$ cat config.mk
export PLATFORM = sky130hd
export DESIGN_NAME = seq_chunk_adder
export DESIGN_NICKNAME = d
export VERILOG_FILES = /design/src/rtl/seq_chunk_adder_pkg.sv /design/src/rtl/rca_n_bit.sv /design/src/rtl/seq_chunk_adder.sv
export SDC_FILE = /design/constraint.sdc
export NUM_CORES = 1
export LEC_CHECK = 0
export BUFFER_PORTS_ARGS = -buffer_cell sky130_fd_sc_hd__buf_2
export CORE_MARGIN = 1
export CORE_UTILIZATION = 55
export CTS_CLUSTER_DIAMETER = 40
export DETAILED_ROUTE_END_ITERATION = 10
export GPL_TIMING_DRIVEN = 0
export PLACE_DENSITY = 0.77
export SLEW_MARGIN = 20
export SYNTH_ARGS = -nofsm -noshare
export SYNTH_HDL_FRONTEND = slang
export SYNTH_SLANG_ARGS = --single-unit
$ cat constraint.sdc
create_clock -name clk -period 4.95 [get_ports clk]
set_input_delay 0.99 -clock clk [delete_from_list [all_inputs] [get_ports clk]]
set_output_delay 0.99 -clock clk [all_outputs]
set_load 0.05 [all_outputs]
$ cat src/rtl/seq_chunk_adder_pkg.sv
// Shared definitions for the chunk-serial adder: FSM state encoding and
// chunk-index width helper.
package seq_chunk_adder_pkg;

  typedef enum logic [1:0] {
    ST_IDLE = 2'd0,
    ST_RUN  = 2'd1,
    ST_DONE = 2'd2
  } state_e;

  // Chunk index needs clog2(n) bits, but never fewer than one.
  function automatic int unsigned chunk_idx_width(int unsigned n_chunks);
    return (n_chunks <= 1) ? 1 : $clog2(n_chunks);
  endfunction

  localparam int unsigned DEFAULT_WIDTH = 32;
  localparam int unsigned DEFAULT_CHUNK = 4;
  localparam int unsigned CHUNK_IDX_W   = chunk_idx_width(DEFAULT_WIDTH / DEFAULT_CHUNK);

endpackage

$ cat src/rtl/rca_n_bit.sv
// Purely combinational N-bit ripple-carry adder built from full adders.
module rca_n_bit #(
  parameter int unsigned N = 4
) (
  input  logic [N-1:0] a,
  input  logic [N-1:0] b,
  input  logic         c_in,
  output logic [N-1:0] s,
  output logic         c_out
);

  logic [N:0] c;

  assign c[0] = c_in;

  for (genvar i = 0; i < N; i++) begin : g_fa
    assign s[i]   = a[i] ^ b[i] ^ c[i];
    assign c[i+1] = (a[i] & b[i]) | (c[i] & (a[i] ^ b[i]));
  end

  assign c_out = c[N];

endmodule

$ cat src/rtl/seq_chunk_adder.sv
// Sequential adder/subtractor: processes CHUNK bits per cycle LSB-first,
// pulsing done once the full WIDTH-bit result, carry and overflow are valid.
module seq_chunk_adder
  import seq_chunk_adder_pkg::*;
#(
  parameter int unsigned WIDTH = DEFAULT_WIDTH,
  parameter int unsigned CHUNK = DEFAULT_CHUNK
) (
  input  logic             clk,
  input  logic             rst,
  input  logic             start,
  input  logic             sub,
  input  logic [WIDTH-1:0] a,
  input  logic [WIDTH-1:0] b,
  input  logic             c_in,
  output logic             busy,
  output logic             done,
  output logic [WIDTH-1:0] s,
  output logic             c_out,
  output logic             ovf
);

  localparam int unsigned N_CHUNKS = WIDTH / CHUNK;
  localparam int unsigned IDX_W    = chunk_idx_width(N_CHUNKS);
  localparam logic [IDX_W-1:0] LAST_IDX = IDX_W'(N_CHUNKS - 1);

  if (CHUNK == 0 || (WIDTH % CHUNK) != 0) begin : g_bad_cfg
    $error("seq_chunk_adder: WIDTH must be a positive multiple of CHUNK");
  end

  state_e           state_q, state_d;
  logic [IDX_W-1:0] chunk_idx_q, chunk_idx_d;
  logic             carry_q, carry_d;
  logic [WIDTH-1:0] a_lat_q, a_lat_d;
  logic [WIDTH-1:0] b_eff_q, b_eff_d;
  logic [WIDTH-1:0] s_d;
  logic             c_out_d, ovf_d, busy_d, done_d;

  logic [CHUNK-1:0] a_chunk, b_chunk, sum_chunk;
  logic             sum_carry;

  // Select the active chunk of the latched operands.
  always_comb begin
    a_chunk = '0;
    b_chunk = '0;
    for (int unsigned i = 0; i < N_CHUNKS; i++) begin
      if (chunk_idx_q == IDX_W'(i)) begin
        a_chunk = a_lat_q[i*CHUNK +: CHUNK];
        b_chunk = b_eff_q[i*CHUNK +: CHUNK];
      end
    end
  end

  rca_n_bit #(
    .N (CHUNK)
  ) u_rca (
    .a     (a_chunk),
    .b     (b_chunk),
    .c_in  (carry_q),
    .s     (sum_chunk),
    .c_out (sum_carry)
  );

  // Next-state and registered-output logic.
  always_comb begin
    state_d     = state_q;
    chunk_idx_d = chunk_idx_q;
    carry_d     = carry_q;
    a_lat_d     = a_lat_q;
    b_eff_d     = b_eff_q;
    s_d         = s;
    c_out_d     = c_out;
    ovf_d       = ovf;
    busy_d      = 1'b0;
    done_d      = 1'b0;

    case (state_q)
      ST_IDLE, ST_DONE: begin
        if (start) begin
          a_lat_d     = a;
          b_eff_d     = b ^ {WIDTH{sub}};
          carry_d     = sub ? 1'b1 : c_in;
          chunk_idx_d = '0;
          state_d     = ST_RUN;
          busy_d      = 1'b1;
        end else begin
          state_d = ST_IDLE;
        end
      end

      ST_RUN: begin
        busy_d  = 1'b1;
        carry_d = sum_carry;
        for (int unsigned i = 0; i < N_CHUNKS; i++) begin
          if (chunk_idx_q == IDX_W'(i)) begin
            s_d[i*CHUNK +: CHUNK] = sum_chunk;
          end
        end
        if (chunk_idx_q == LAST_IDX) begin
          // The top chunk holds the result MSB, so overflow is known here.
          state_d     = ST_DONE;
          busy_d      = 1'b0;
          done_d      = 1'b1;
          chunk_idx_d = '0;
          c_out_d     = sum_carry;
          ovf_d       = (a_lat_q[WIDTH-1] == b_eff_q[WIDTH-1]) &&
                        (sum_chunk[CHUNK-1] != a_lat_q[WIDTH-1]);
        end else begin
          chunk_idx_d = chunk_idx_q + IDX_W'(1);
        end
      end

      default: begin
        state_d = ST_IDLE;
      end
    endcase
  end

  // State and output registers.
  always_ff @(posedge clk or posedge rst) begin
    if (rst) begin
      state_q     <= ST_IDLE;
      chunk_idx_q <= '0;
      carry_q     <= 1'b0;
      a_lat_q     <= '0;
      b_eff_q     <= '0;
      s           <= '0;
      c_out       <= 1'b0;
      ovf         <= 1'b0;
      busy        <= 1'b0;
      done        <= 1'b0;
    end else begin
      state_q     <= state_d;
      chunk_idx_q <= chunk_idx_d;
      carry_q     <= carry_d;
      a_lat_q     <= a_lat_d;
      b_eff_q     <= b_eff_d;
      s           <= s_d;
      c_out       <= c_out_d;
      ovf         <= ovf_d;
      busy        <= busy_d;
      done        <= done_d;
    end
  end

endmodule
Word-level counts from Yosys, hierarchy flattened
Cells that the tools add are included.
{"block": "op_classes", "add_sub_neg": 1, "eq_ne": 13, "n_mux": 30, "n_bitwise": 21, "n_reduce_logical": 15}
{"cell": "$mux W4", "n": 16}
{"cell": "$xor A32 B32 Y32", "n": 1}
{"cell": "$reduce_and A2 Y1", "n": 10}
{"cell": "$eq A3 B3 Y1 const B", "n": 4}
{"cell": "$and A1 B1 Y1", "n": 8}
{"cell": "$xor A1 B1 Y1", "n": 8}
{"cell": "$mux W1", "n": 7}
{"cell": "$eq A3 B2 Y1 const B", "n": 2}
{"cell": "$mux W3", "n": 2}
{"cell": "$pmux W3 S2", "n": 1}
{"cell": "$ne A2 B2 Y1 const B", "n": 2}
{"cell": "$or A1 B1 Y1", "n": 4}
{"cell": "$pmux W1 S2", "n": 2}
{"cell": "$pmux W2 S2", "n": 1}
{"cell": "$add A3 B1 Y3 const B", "n": 1}
{"cell": "$eq A3 B1 Y1 const B", "n": 1}
{"cell": "$logic_not A3 Y1", "n": 1}
{"cell": "$eq A2 B1 Y1 const B", "n": 1}
{"cell": "$eq A2 B2 Y1 const B", "n": 1}
{"cell": "$logic_not A2 Y1", "n": 1}
{"cell": "$mux W2", "n": 1}
{"cell": "$reduce_bool A2 Y1", "n": 1}
{"cell": "$reduce_or A2 Y1", "n": 1}
{"cell": "$eq A1 B1 Y1", "n": 1}
{"cell": "other kinds (2)", "n": 2}
{"block": "totals", "register_bits": 106, "in_bits": 69}

Logic depth before layout (Yosys ltp)
{"block": "logic_depth", "word_depth": 19, "mapped_depth": 20, "mapped_depth_nobuf": 16}

Modules after synthesis
From an unflattened synthesis, not the netlist that was laid out.
{"block": "hier_totals", "cells_unflattened": 454, "area_unflattened_um2": 5261.3}
{"mod": "seq_chunk_adder", "n_inst": 1, "cells_per_inst": 440, "area_each_um2": 5143.7, "seq_area_each_um2": 2652.5}
{"mod": "rca_n_bit", "n_inst": 1, "cells_per_inst": 14, "area_each_um2": 117.6, "seq_area_each_um2": 0.0}

Worst setup path before layout
OpenSTA, ideal clock, no wires.
{"block": "synth_path", "kind": "reg-to-reg", "start": "register chunk_idx_q[2]", "end": "register s[3]", "arrival_time_ps": 3900, "required_time_ps": 4822, "setup_slack_ps": 923, "path_stages_with_launch": 18, "path_buffers": 3, "synth_period_minus_slack_ps": 4027, "cell_sequence": "dfrtp_1 -> buf_2 -> inv_2 -> buf_2 -> ha_1 -> or2_4 -> a2111oi_2 -> a2111oi_1 -> o41a_1 -> fa_1 -> inv_1 -> fa_1 -> inv_1 -> fa_1 -> inv_1 -> fa_1 -> buf_1 -> mux2_1"}
{"block": "synth_between", "elab_chain_cells": 17, "word_cells_on_any_way": 39, "cone_classes": "eq/ne (7); mux (16); bitwise (14); reduce/logical (2)"}
{"element": "start: declaration", "line_no": "seq_chunk_adder.sv:32", "rtl": "logic [IDX_W-1:0] chunk_idx_q, chunk_idx_d;"}
{"element": "start signal: assignment", "line_no": "seq_chunk_adder.sv:134", "rtl": "chunk_idx_q <= chunk_idx_d;"}
{"element": "$logic_not A3 Y1", "line_no": "seq_chunk_adder.sv:47", "rtl": "if (chunk_idx_q == IDX_W'(i)) begin"}
{"element": "$mux W4 (8 in series)", "line_no": "seq_chunk_adder.sv:47"}
{"element": "$xor A1 B1 Y1", "line_no": "rca_n_bit.sv:18", "rtl": "assign c[i+1] = (a[i] & b[i]) | (c[i] & (a[i] ^ b[i]));"}
{"element": "$and A1 B1 Y1", "line_no": "rca_n_bit.sv:18"}
{"element": "$or A1 B1 Y1", "line_no": "rca_n_bit.sv:18"}
{"element": "$and A1 B1 Y1", "line_no": "rca_n_bit.sv:18"}
{"element": "$or A1 B1 Y1", "line_no": "rca_n_bit.sv:18"}
{"element": "$and A1 B1 Y1", "line_no": "rca_n_bit.sv:18"}
{"element": "$or A1 B1 Y1", "line_no": "rca_n_bit.sv:18"}
{"element": "$xor A1 B1 Y1 *", "line_no": "rca_n_bit.sv:17", "rtl": "assign s[i] = a[i] ^ b[i] ^ c[i];"}
{"element": "via sum_chunk[3]", "line_no": "seq_chunk_adder.sv:39", "rtl": "logic [CHUNK-1:0] a_chunk, b_chunk, sum_chunk;"}
{"element": "end signal: assignment", "line_no": "seq_chunk_adder.sv:127", "rtl": "s <= '0;"}
{"element": "end signal: assignment", "line_no": "seq_chunk_adder.sv:138", "rtl": "s <= s_d;"}
{"element": "end: declaration", "line_no": "seq_chunk_adder.sv:18", "rtl": "output logic [WIDTH-1:0] s,"}
The timed path passes the listed nets; every way through them passes the cells marked *.
A chain may end at the register's enable or synchronous reset.

Final worst setup path
Ends and elaborated chain as after synthesis.

==> flow_summary.ini <==
[final_layout]
final_common_cell = nand2_1
layout-drive-gt1-share_pct = 23.8
layout_common_cells = nand2_1 (153), buf_2 (121), dfrtp_1 (106)
fillers = 752
stdcell_count = 776
final_nets = 743
antenna_cells = 0
area_growth_pct = 17.3
final_area_um2 = 6020

[grt]
grt_overflow = 0
grt_util_all_layers_pct = 27.4
grt_max_degree = 65
antenna_found_initial = 0
grt_pass1_wl_um = 20600
grt_pass1_vias = 4210

[timing]
rsz0062_at_grt = false
worstMarginPinSlew_ns = 0.725
drv_slew = 0
finalHoldViolCount = 0
period_share_pct = 94.3
post-route-min-period_ns = 4.67
fin_tns_setup_ns = 0
skew_ns = 0.0119
fmax_mhz = 214
slew_headroom_pct = 50.4
setup-violations-final = 0
fin_ws_ns = 0.284
holdWs_ns = 0.482

[clocking]
clk_pin_slew_ns = 0.09
cts_resized = 0
numCtsBuffers = 9
htree_num_levels = 3
cts_setup_buffers = 0
clkSinkCount = 106
clkLatencyLatePin_ns = 0.36
cts-root-buf = clkbuf_8
cts_max_path_buffers = 2
cts_tree = built
cts_hold_buf = 0

[critical_path]
critical_path_class = reg2reg
start_kind = register
crit_path_end_kind = register
arrival_ns = 4.91
required_ns = 5.20
cp_max_fo = 10

[yosys]
synth_edf_count = 0
yosysTopAreaCell = dfrtp_1
synth_warnings = 0
ys_seq_area_share_pct = 51.7
ys_seq_elements = 106
avgSynthCellArea_um2 = 9.35
synth_area_leaders = dfrtp_1 (52%), nand2_1 (11%), o21ai_0 (4.9%)
ys.flop_type = dfrtp_1
synth_top_area_share_pct = 51.7
synth_cell_types = 39
synthCells = 549
synth_area_um2 = 5130
async_flop_share_pct = 100
synth_nets = 628

[routing]
wire_per_inst_um = 15.8
ant_nets = 0
drtIter0Drc = 212
first_pass_iters = 6
routed-via-count = 4203
drc = 0
avgViaCountPerCell = 5.42
routed_wirelength_um = 12300

[floorplanning]
rows = 34
die-width_um = 98.6
start_util_pct = 57.8
io_pins = 105
die_h_um = 98.6
coreArea_um2 = 8890
die_area_um2 = 9730

[flow_run]
cap_violations = 0

[run_status]
status = completed

[placed_design]
dp_hpwl_um = 9200
place_congestion = 0.999
port_buffers = 103
placed_cells = 761
placed_cell_area_um2 = 5820
place_ws_ns = 0.290

[worst_hold_path]
hold_class = reg2reg

[pwr]
power_density_nw_per_um2 = 786
vdd_drop_max_mv = 0.425
leakage_uw = 0.00296
## registers in the layout, indices dropped and copies added, names as in the netlist
register	flops
b_eff_q	32
done	1
c_out	1
chunk_idx_q	3
a_lat_q	32
ovf	1
carry_q	1
s	32
state_q	2
busy	1
## per-layer routing
layer | global-route usage (%) | up-vias | part of all wire (%)
met5 | 0 | - | 0
met4 | 8.61 | 0 | 1.7
met3 | 4.26 | 20 | 4.1
met2 | 47.6 | 125 | 49
met1 | 35.6 | 2012 | 45
li1 | - | 2046 | -
## power by group
group          total [uW]  switching, uW  leakage (uW)  internal, uW
Sequential           1530            243       0.00130          1280
Combinational        2630           1810       0.00155           829
Clock                 572            289      0.000107           283
## cell families after synthesis
kind of cell / after synthesis / share of synthesized area (%)
xor+xnor: 32 / 5.46
buf+inv: 58 / 4.68
flops: 106 / 51.7
simple gates: 208 / 16.9
fa+ha+maj: 10 / 3.02
mux: 17 / 3.73
compound gates: 118 / 14.6
## final timing paths
kind	startpoint	end	slack (ns)	depth (start not counted)
max in group asynchronous	rst	carry_q	3.69	3
min	s[22]	s[22]	0.48	2
min reg2reg	s[22]	s[22]	0.48	2
max	chunk_idx_q[2]	s[3]	0.28	17
max reg2reg	chunk_idx_q[2]	s[3]	0.28	17
min in group asynchronous	rst	a_lat_q[13]	0.63	2
## synthesized netlist by cell type, types with 3 or more instances
master,instances
o31ai_1,3
a21oi_1,31
nor3b_1,6
and2_1,4
nor2b_1,6
nand2b_1,5
nor2_1,25
a2111oi_0,4
o32ai_1,8
dfrtp_1,106
o21ai_0,50
buf_1,3
fa_1,4
inv_1,22
buf_2,18
clkbuf_1,14
ha_1,6
nand2_1,153
xor2_1,8
mux2_2,15
o211ai_1,4
nand3_1,5
xnor2_1,24
## worst max-delay path, stage by stage (launching register included)
cell and delay [ns]:
dfrtp_1 0.39, buf_2 0.25, inv_2 0.07, buf_2 0.19, ha_1 0.34, or2_4 0.31
a2111oi_2 0.35, a2111oi_1 0.11, o41a_1 0.36, fa_1 0.41, inv_1 0.08, fa_1 0.15
inv_1 0.05, fa_1 0.35, inv_1 0.08, fa_1 0.41, buf_1 0.28, mux2_1 0.37
## layout make-up
type | count | area, um2 | share of cell area (%)
Inverter | 23 | 91.3 | 1.52
Tap cell | 108 | 135 | 2.24
Sequential cell | 106 | 2650 | 44.0
Clock buffer | 10 | 128 | 2.12
Buffer | 35 | 154 | 2.55
Clock inverter | 5 | 78.8 | 1.31
Multi-Input combinational cell | 385 | 2240 | 37.2
Timing Repair Buffer | 104 | 543 | 9.01
## metrics by stage
| step | power [uW] | util (%) |
|---|---|---|
| 5_1_grt | 5090 | 67.8 |
| 6_report | 4730 | 67.8 |
| 3_5_place_dp | 4180 | 65.4 |
| 2_1_floorplan | 3380 | - |
| 3_3_place_gp | 4120 | 65.1 |
| 4_1_cts | 4750 | 67.8 |
No activity file was read; power rests on OpenSTA's default activity.
